$ cat config.mk
export PLATFORM = sky130hd
export DESIGN_NAME = p2s_serializer_with_sig
export DESIGN_NICKNAME = d
export VERILOG_FILES = /design/src/rtl/p2s_serializer_with_sig.sv
export SDC_FILE = /design/constraint.sdc
export NUM_CORES = 1
export LEC_CHECK = 0
export CAP_MARGIN = 20
export CORE_UTILIZATION = 55
export CTS_BUF_LIST = sky130_fd_sc_hd__clkbuf_4
export CTS_CLUSTER_SIZE = 16
export DETAILED_ROUTE_END_ITERATION = 8
export PLACE_DENSITY = 0.82
export SYNTH_ARGS = -nofsm -noshare
export SYNTH_HDL_FRONTEND = slang
export SYNTH_SLANG_ARGS = --single-unit
$ cat constraint.sdc
create_clock -name clk -period 2.5 [get_ports clk]
set_clock_uncertainty 0.2 [all_clocks]
set_input_delay 0.375 -clock clk [delete_from_list [all_inputs] [get_ports clk]]
set_output_delay 0.375 -clock clk [all_outputs]
set_load 0.05 [all_outputs]
$ cat src/rtl/p2s_serializer_with_sig.sv
// p2s_serializer_with_sig: pops one FIFO word, waits out the pipeline latency, then shifts it out MSB-first
// on a 1-bit valid/ready stream with first/last framing; width and latency are runtime-configurable.
module p2s_serializer_with_sig #(
    parameter int max_FIFO_WIDTH = 11,
    parameter int max_NUM_LOOPS  = 6
) (
    input  logic                              clk,
    input  logic                              rstn,
    input  logic                              empty,
    output logic                              pop,
    input  logic [max_FIFO_WIDTH-1:0]         pop_data,
    input  logic [$clog2(max_FIFO_WIDTH):0]   sig_FIFO_WIDTH,
    input  logic [$clog2(max_NUM_LOOPS):0]    sig_NUM_LOOPS,
    input  logic                              ser_ready,
    output logic                              ser_valid,
    output logic                              ser_data,
    output logic                              ser_first,
    output logic                              ser_last,
    output logic                              busy
);
    localparam int WW = $clog2(max_FIFO_WIDTH) + 1;
    localparam int NW = $clog2(max_NUM_LOOPS) + 1;
    localparam int BW = WW - 1;

    typedef enum logic [1:0] {IDLE, POP, WAIT, SHIFT} state_t;

    state_t                    state, nxt;
    logic [WW-1:0]             cfg_w, w_eff;
    logic [NW-1:0]             cfg_n, n_eff, wait_cnt;
    logic [BW-1:0]             bit_cnt;
    logic [max_FIFO_WIDTH-1:0] shreg, mask;

    assign w_eff = sig_FIFO_WIDTH == '0 ? WW'(1) :
                   sig_FIFO_WIDTH > WW'(max_FIFO_WIDTH) ? WW'(max_FIFO_WIDTH) : sig_FIFO_WIDTH;
    assign n_eff = sig_NUM_LOOPS == '0 ? NW'(1) :
                   sig_NUM_LOOPS > NW'(max_NUM_LOOPS) ? NW'(max_NUM_LOOPS) : sig_NUM_LOOPS;

    always_comb begin
        mask = '0;
        for (int i = 0; i < max_FIFO_WIDTH; i++) mask[i] = WW'(i) < cfg_w;
    end

    always_comb begin
        nxt = state;
        case (state)
            IDLE:    nxt = empty ? IDLE : POP;
            POP:     nxt = WAIT;
            WAIT:    nxt = wait_cnt == cfg_n ? SHIFT : WAIT;
            SHIFT:   nxt = (ser_ready && bit_cnt == '0) ? IDLE : SHIFT;
            default: nxt = IDLE;
        endcase
    end

    always_ff @(posedge clk or negedge rstn)
        if (!rstn) state <= IDLE;
        else       state <= nxt;

    always_ff @(posedge clk or negedge rstn) begin
        if (!rstn) begin
            cfg_w    <= '0;
            cfg_n    <= '0;
            wait_cnt <= '0;
            bit_cnt  <= '0;
            shreg    <= '0;
        end else begin
            case (state)
                POP: begin
                    cfg_w    <= w_eff;
                    cfg_n    <= n_eff;
                    wait_cnt <= NW'(1);
                end
                WAIT: begin
                    if (wait_cnt == cfg_n) begin
                        shreg   <= pop_data & mask;
                        bit_cnt <= BW'(cfg_w - WW'(1));
                    end else begin
                        wait_cnt <= wait_cnt + NW'(1);
                    end
                end
                SHIFT: if (ser_ready && bit_cnt != '0) bit_cnt <= bit_cnt - BW'(1);
                default: ;
            endcase
        end
    end

    // every output is a decode of registered state, never of an input
    assign pop       = state == POP;
    assign busy      = state != IDLE;
    assign ser_valid = state == SHIFT;
    assign ser_data  = ser_valid & shreg[bit_cnt];
    assign ser_first = ser_valid && ({1'b0, bit_cnt} == cfg_w - WW'(1));
    assign ser_last  = ser_valid && bit_cnt == '0;
endmodule

Word-level counts from Yosys, hierarchy flattened. Cells that the tools add are included.

Register bits after elaboration: 30. Input port bits: 24. Output and inout port bits: 6. Word-level logic and storage cells: 63.

Add/subtract/negate cells: 3. $lt $le $gt $ge: 14. Eq/ne operators: 8. Mux-type cells: 15. Bitwise logic cells: 2. Reduce and logical (&&, ||, !) cells: 15.

Operator list (count): $lt A3 B5 Y1 const A (4); $mux W4 (5); $pmux W4 S2 (2); $lt A4 B5 Y1 const A (3); $and A11 B11 Y11 (1); $lt A1 B5 Y1 const A (2); $lt A2 B5 Y1 const A (2); $mux W5 (2); $logic_not A4 Y1 (2); $pmux W2 S4 (1); $reduce_bool A2 Y1 (3); $eq A4 B5 Y1 (1); $gt A5 B4 Y1 const B (1); $logic_not A5 Y1 (1); $lt A4 B5 Y1 const B (1); $sub A5 B1 Y5 const B (1); $add A4 B1 Y4 const B (1); $bmux W1 S4 (1); $eq A2 B2 Y1 const B (2); $eq A4 B4 Y1 (1); $gt A4 B3 Y1 const B (1); $logic_and A1 B1 Y1 (4); $ne A2 B2 Y1 const B (2); $reduce_and A2 Y1 (2); 9 further kinds (11).

Depth between registers and ports, before layout.
Depth in word-level cells: 4. Mapped depth: 7. Gate-level depth less buffers: 6.

Worst setup path before layout. Ideal clock, no wire load.

Kind: reg-to-output. Start point: register cfg_w[0]. End point: output ser_first. Arrival: 2.589 ns. Data required time: 1.925 ns. Setup slack: -0.664 ns. Cell stages (with the launch flop): 8. Buffers on the path: 1. Cells stage by stage: dfrtp_1 clkbuf_1 inv_1 ha_1 o21ba_2 a221oi_1 a41oi_1 nor3_1.

Cells in the longest elaborated chain, start to end: 3.

RTL lines: start, declared (RTL line 28) `logic [WW-1:0] cfg_w, w_eff;`; start signal, assigned (RTL line 68) `cfg_w <= w_eff;`; $sub A5 B1 Y5 (RTL line 91) `assign ser_first = ser_valid && ({1'b0, bit_cnt} == cfg_w - WW'(1));`; $eq A4 B5 Y1 (RTL line 91); $logic_and A1 B1 Y1 (RTL line 91); end, declared (RTL line 17) `output logic ser_first,`.

No other way between the ends.

Final worst setup path. Same ends and word-level chain as after synthesis.

==> impl_metrics.json <==
{
  "drt-total-wl_um": 4280,
  "post_dp_cell_area_um2": 2185,
  "fin_crit_sh_pct": 103.3,
  "cts_root_buf": "clkbuf_4",
  "yosys.area.top_type": "dfrtp_1",
  "crit_fanout": 4,
  "ys_async_sr_fraction_pct": 100.0,
  "fp.dieW_um": 59.46,
  "final_util_pct": 74.96,
  "hold_class": "input port to async pin",
  "drtIter0Drc": 120,
  "crit_arrival_ns": 2.01,
  "num_rows": 20,
  "powerDensity_nw_per_um2": 1159,
  "insertion_delay_ns": 0.33,
  "grt_pass1_vias": 1568,
  "finalMaxSlewViolations": 0,
  "diodes": 0,
  "fin_area_um2": 2326,
  "ir_worst_vdd_v": 0.0007966,
  "period_minus_slack_ns": 2.583,
  "wl_per_cell_um": 16.21,
  "relSlewSlack_pct": 66.61,
  "grt_util_met3_pct": 7.642,
  "io-pin-count": 30,
  "ant_nets": 0,
  "dieArea_um2": 3535,
  "antenna_found_initial": 0,
  "yosys.area.top_type_share_pct": 41.35,
  "syn_to_final_growth_pct": 28.12,
  "syn_avg_cell_area_um2": 9.921,
  "track_usage_pct": 29.05,
  "fillers": 235,
  "cp-start-kind": "register",
  "cp_slowest_stage_delay_ns": 0.38,
  "slowest_stage": "dfrtp_1",
  "syn_area_um2": 1815,
  "tritoncts": "built",
  "routabilityCongestion": 0.8587,
  "synth_most_common_cell": "dfrtp_1",
  "busiest_layer": "met2",
  "nets": 247,
  "synthTopCellsByArea": "dfrtp_1 41%, mux2i_1 5.0%, xnor2_1 3.4%, o21ai_0 3.3%, mux2_4 3.3%",
  "htree_levels": 2,
  "cts_buffer_depth": 2,
  "setup_viol": 1,
  "synthCells": 183,
  "crit_chain": "inv_2 -> ha_4 -> o21ba_4 -> a221oi_4 -> a41oi_2 -> nor3_4 -> buf_12",
  "path_buf_inv": 2,
  "synth_seq_area_share_pct": 41.35,
  "synth-main-ff-cell": "dfrtp_1",
  "path_clk_slew_ns": 0.09,
  "ys_ff_latch": 30,
  "overflow": 0,
  "hold_violations": 0,
  "firstDrtPassIters": 4,
  "synth.lib_cells_used.distinct": 47,
  "grt_max_degree": 31,
  "violations": "setup timing",
  "synth_fp_nets": 211,
  "cts_inserted_buffers": 5,
  "synth_warnings": 0,
  "maxCapViolations": 0,
  "run_status": "finished with violations",
  "drt-vias-per-instance": 5.799,
  "vias": 1531,
  "grt_util_met1_pct": 37.55,
  "cp_top_family": "compound AO/OA/AOI/OAI gates",
  "drive_gt1_share_pct": 22.27,
  "tightest_slew_ns": 0.5000,
  "synth_common_cells": "30 x dfrtp_1, 14 x nand2_1, 13 x inv_1",
  "core_um2": 3103,
  "grt_pass1_wl_um": 7383,
  "drc": 0,
  "setup_ws_ns": -0.08330,
  "crit_type": "register to primary output",
  "hpwl_um": 3153,
  "gr-usage-met2_pct": 47.03,
  "max_freq_ghz": 0.3871,
  "end_kind": "primary output",
  "critPathRequiredTime_ns": 1.92,
  "rsz0062_at_grt": "yes",
  "p_leak_nw": 1.008,
  "synth_edf_count": 0,
  "cts_sinks": 30,
  "io_buffers": 29,
  "die_height_um": 59.46,
  "floorplan.initialDensity_pct": 58.51
}
-- cell usage in the layout (no fill, tap or decap), drive strengths merged, types with 8 or more instances in the layout --
| cell | Yosys | final |
|---|---|---|
| nand2 | 14 | 14 |
| dfrtp | 30 | 30 |
| mux2i | 9 | 9 |
| o21ai | 12 | 12 |
| mux2 | 9 | 9 |
| nor2 | 8 | 8 |
| buf | 3 | 14 |
| inv | 13 | 13 |
| clkdlybuf4s50 | 0 | 24 |
-- path summary, 6_finish.rpt --
path                                   from    endpoint  slack (ns)  depth (start not counted)
worst max-delay path               cfg_w[0]   ser_first       -0.08                          7
min in group clk                   shreg[3]    shreg[3]        0.32                          1
worst max register to register  wait_cnt[0]    shreg[0]        0.45                          4
worst min-delay path                   rstn   shreg[10]        0.23                          2
max in group asynchronous              rstn  bit_cnt[2]        1.57                          2
worst min register to register     shreg[3]    shreg[3]        0.32                          1
-- layout make-up --
| type | instances | area [um^2] | share of cell area (%) |
|---|---|---|---|
| Clock inverter | 3 | 11.26 | 0.4841 |
| Clock buffer | 5 | 37.54 | 1.614 |
| Timing Repair Buffer | 39 | 399.1 | 17.16 |
| Inverter | 13 | 48.80 | 2.098 |
| Multi-Input combinational cell | 130 | 1020 | 43.84 |
| Tap cell | 44 | 55.05 | 2.367 |
| Sequential cell | 30 | 754.5 | 32.44 |
-- registers in the layout, indices dropped and copies added (netlist names) --
name,cells
wait_cnt,4
cfg_w,5
bit_cnt,4
state,2
cfg_n,4
shreg,11
-- power by group --
| group | total [mW] | internal [mW] | switching, mW |
|---|---|---|---|
| combinational | 1.50 | 0.735 | 0.762 |
| clock | 0.260 | 0.0998 | 0.160 |
| sequential | 0.938 | 0.700 | 0.239 |
-- cells by family after synthesis --
family,count (synthesis),synth area share [%]
adder cells (fa/ha/maj),5,3.308
buffers and inverters,23,6.134
XOR/XNOR,10,4.825
flip-flops,30,41.35
AO/OA/AOI/OAI,43,16.54
multiplexers,19,12.61
AND/OR/NAND/NOR,53,15.23
-- what timing repair did --
item                                   4_1_cts  5_1_grt
endpoints found under the hold margin        0        0
pin swaps                                    3        2
gates resized for setup                     11        5
hold buffers                                 0        0
setup endpoints to repair                    3        4
setup buffers                                4        0
-- stage by stage --
step / setup TNS [ns] / setup slack [ns] / power, mW / cells / hold slack (ns)
6_report: -0.08330 / -0.08330 / 2.695 / 264 / 0.2264
4_1_cts: -0.01040 / -0.01040 / 2.637 / 264 / 0.2415
5_1_grt: -0.1483 / -0.1483 / 2.889 / 264 / 0.2566
2_1_floorplan: -0.02426 / -0.02426 / 1.910 / 183 / -0.1206
3_3_place_gp: 0 / 0.2944 / 2.176 / 252 / 0.2840
3_5_place_dp: 0 / 0.1667 / 2.269 / 252 / 0.2973
-- metal layers --
metal / wire, um / vias up / share of wire (%)
met2: 2159 / 64 / 50
met1: 1756 / 732 / 41
met3: 295 / 8 / 6.9
met5: 0 / - / 0
met4: 68 / 0 / 1.6
li1: - / 727 / -
-- worst register-to-register path, cell delays in order (launching register included) --
cell and delay [ns]:
dfrtp_1 0.44, xnor2_1 0.20, and4_1 0.39, and2_4 0.35, mux2_2 0.37
Note: power is estimated with default switching activity, not from simulation.
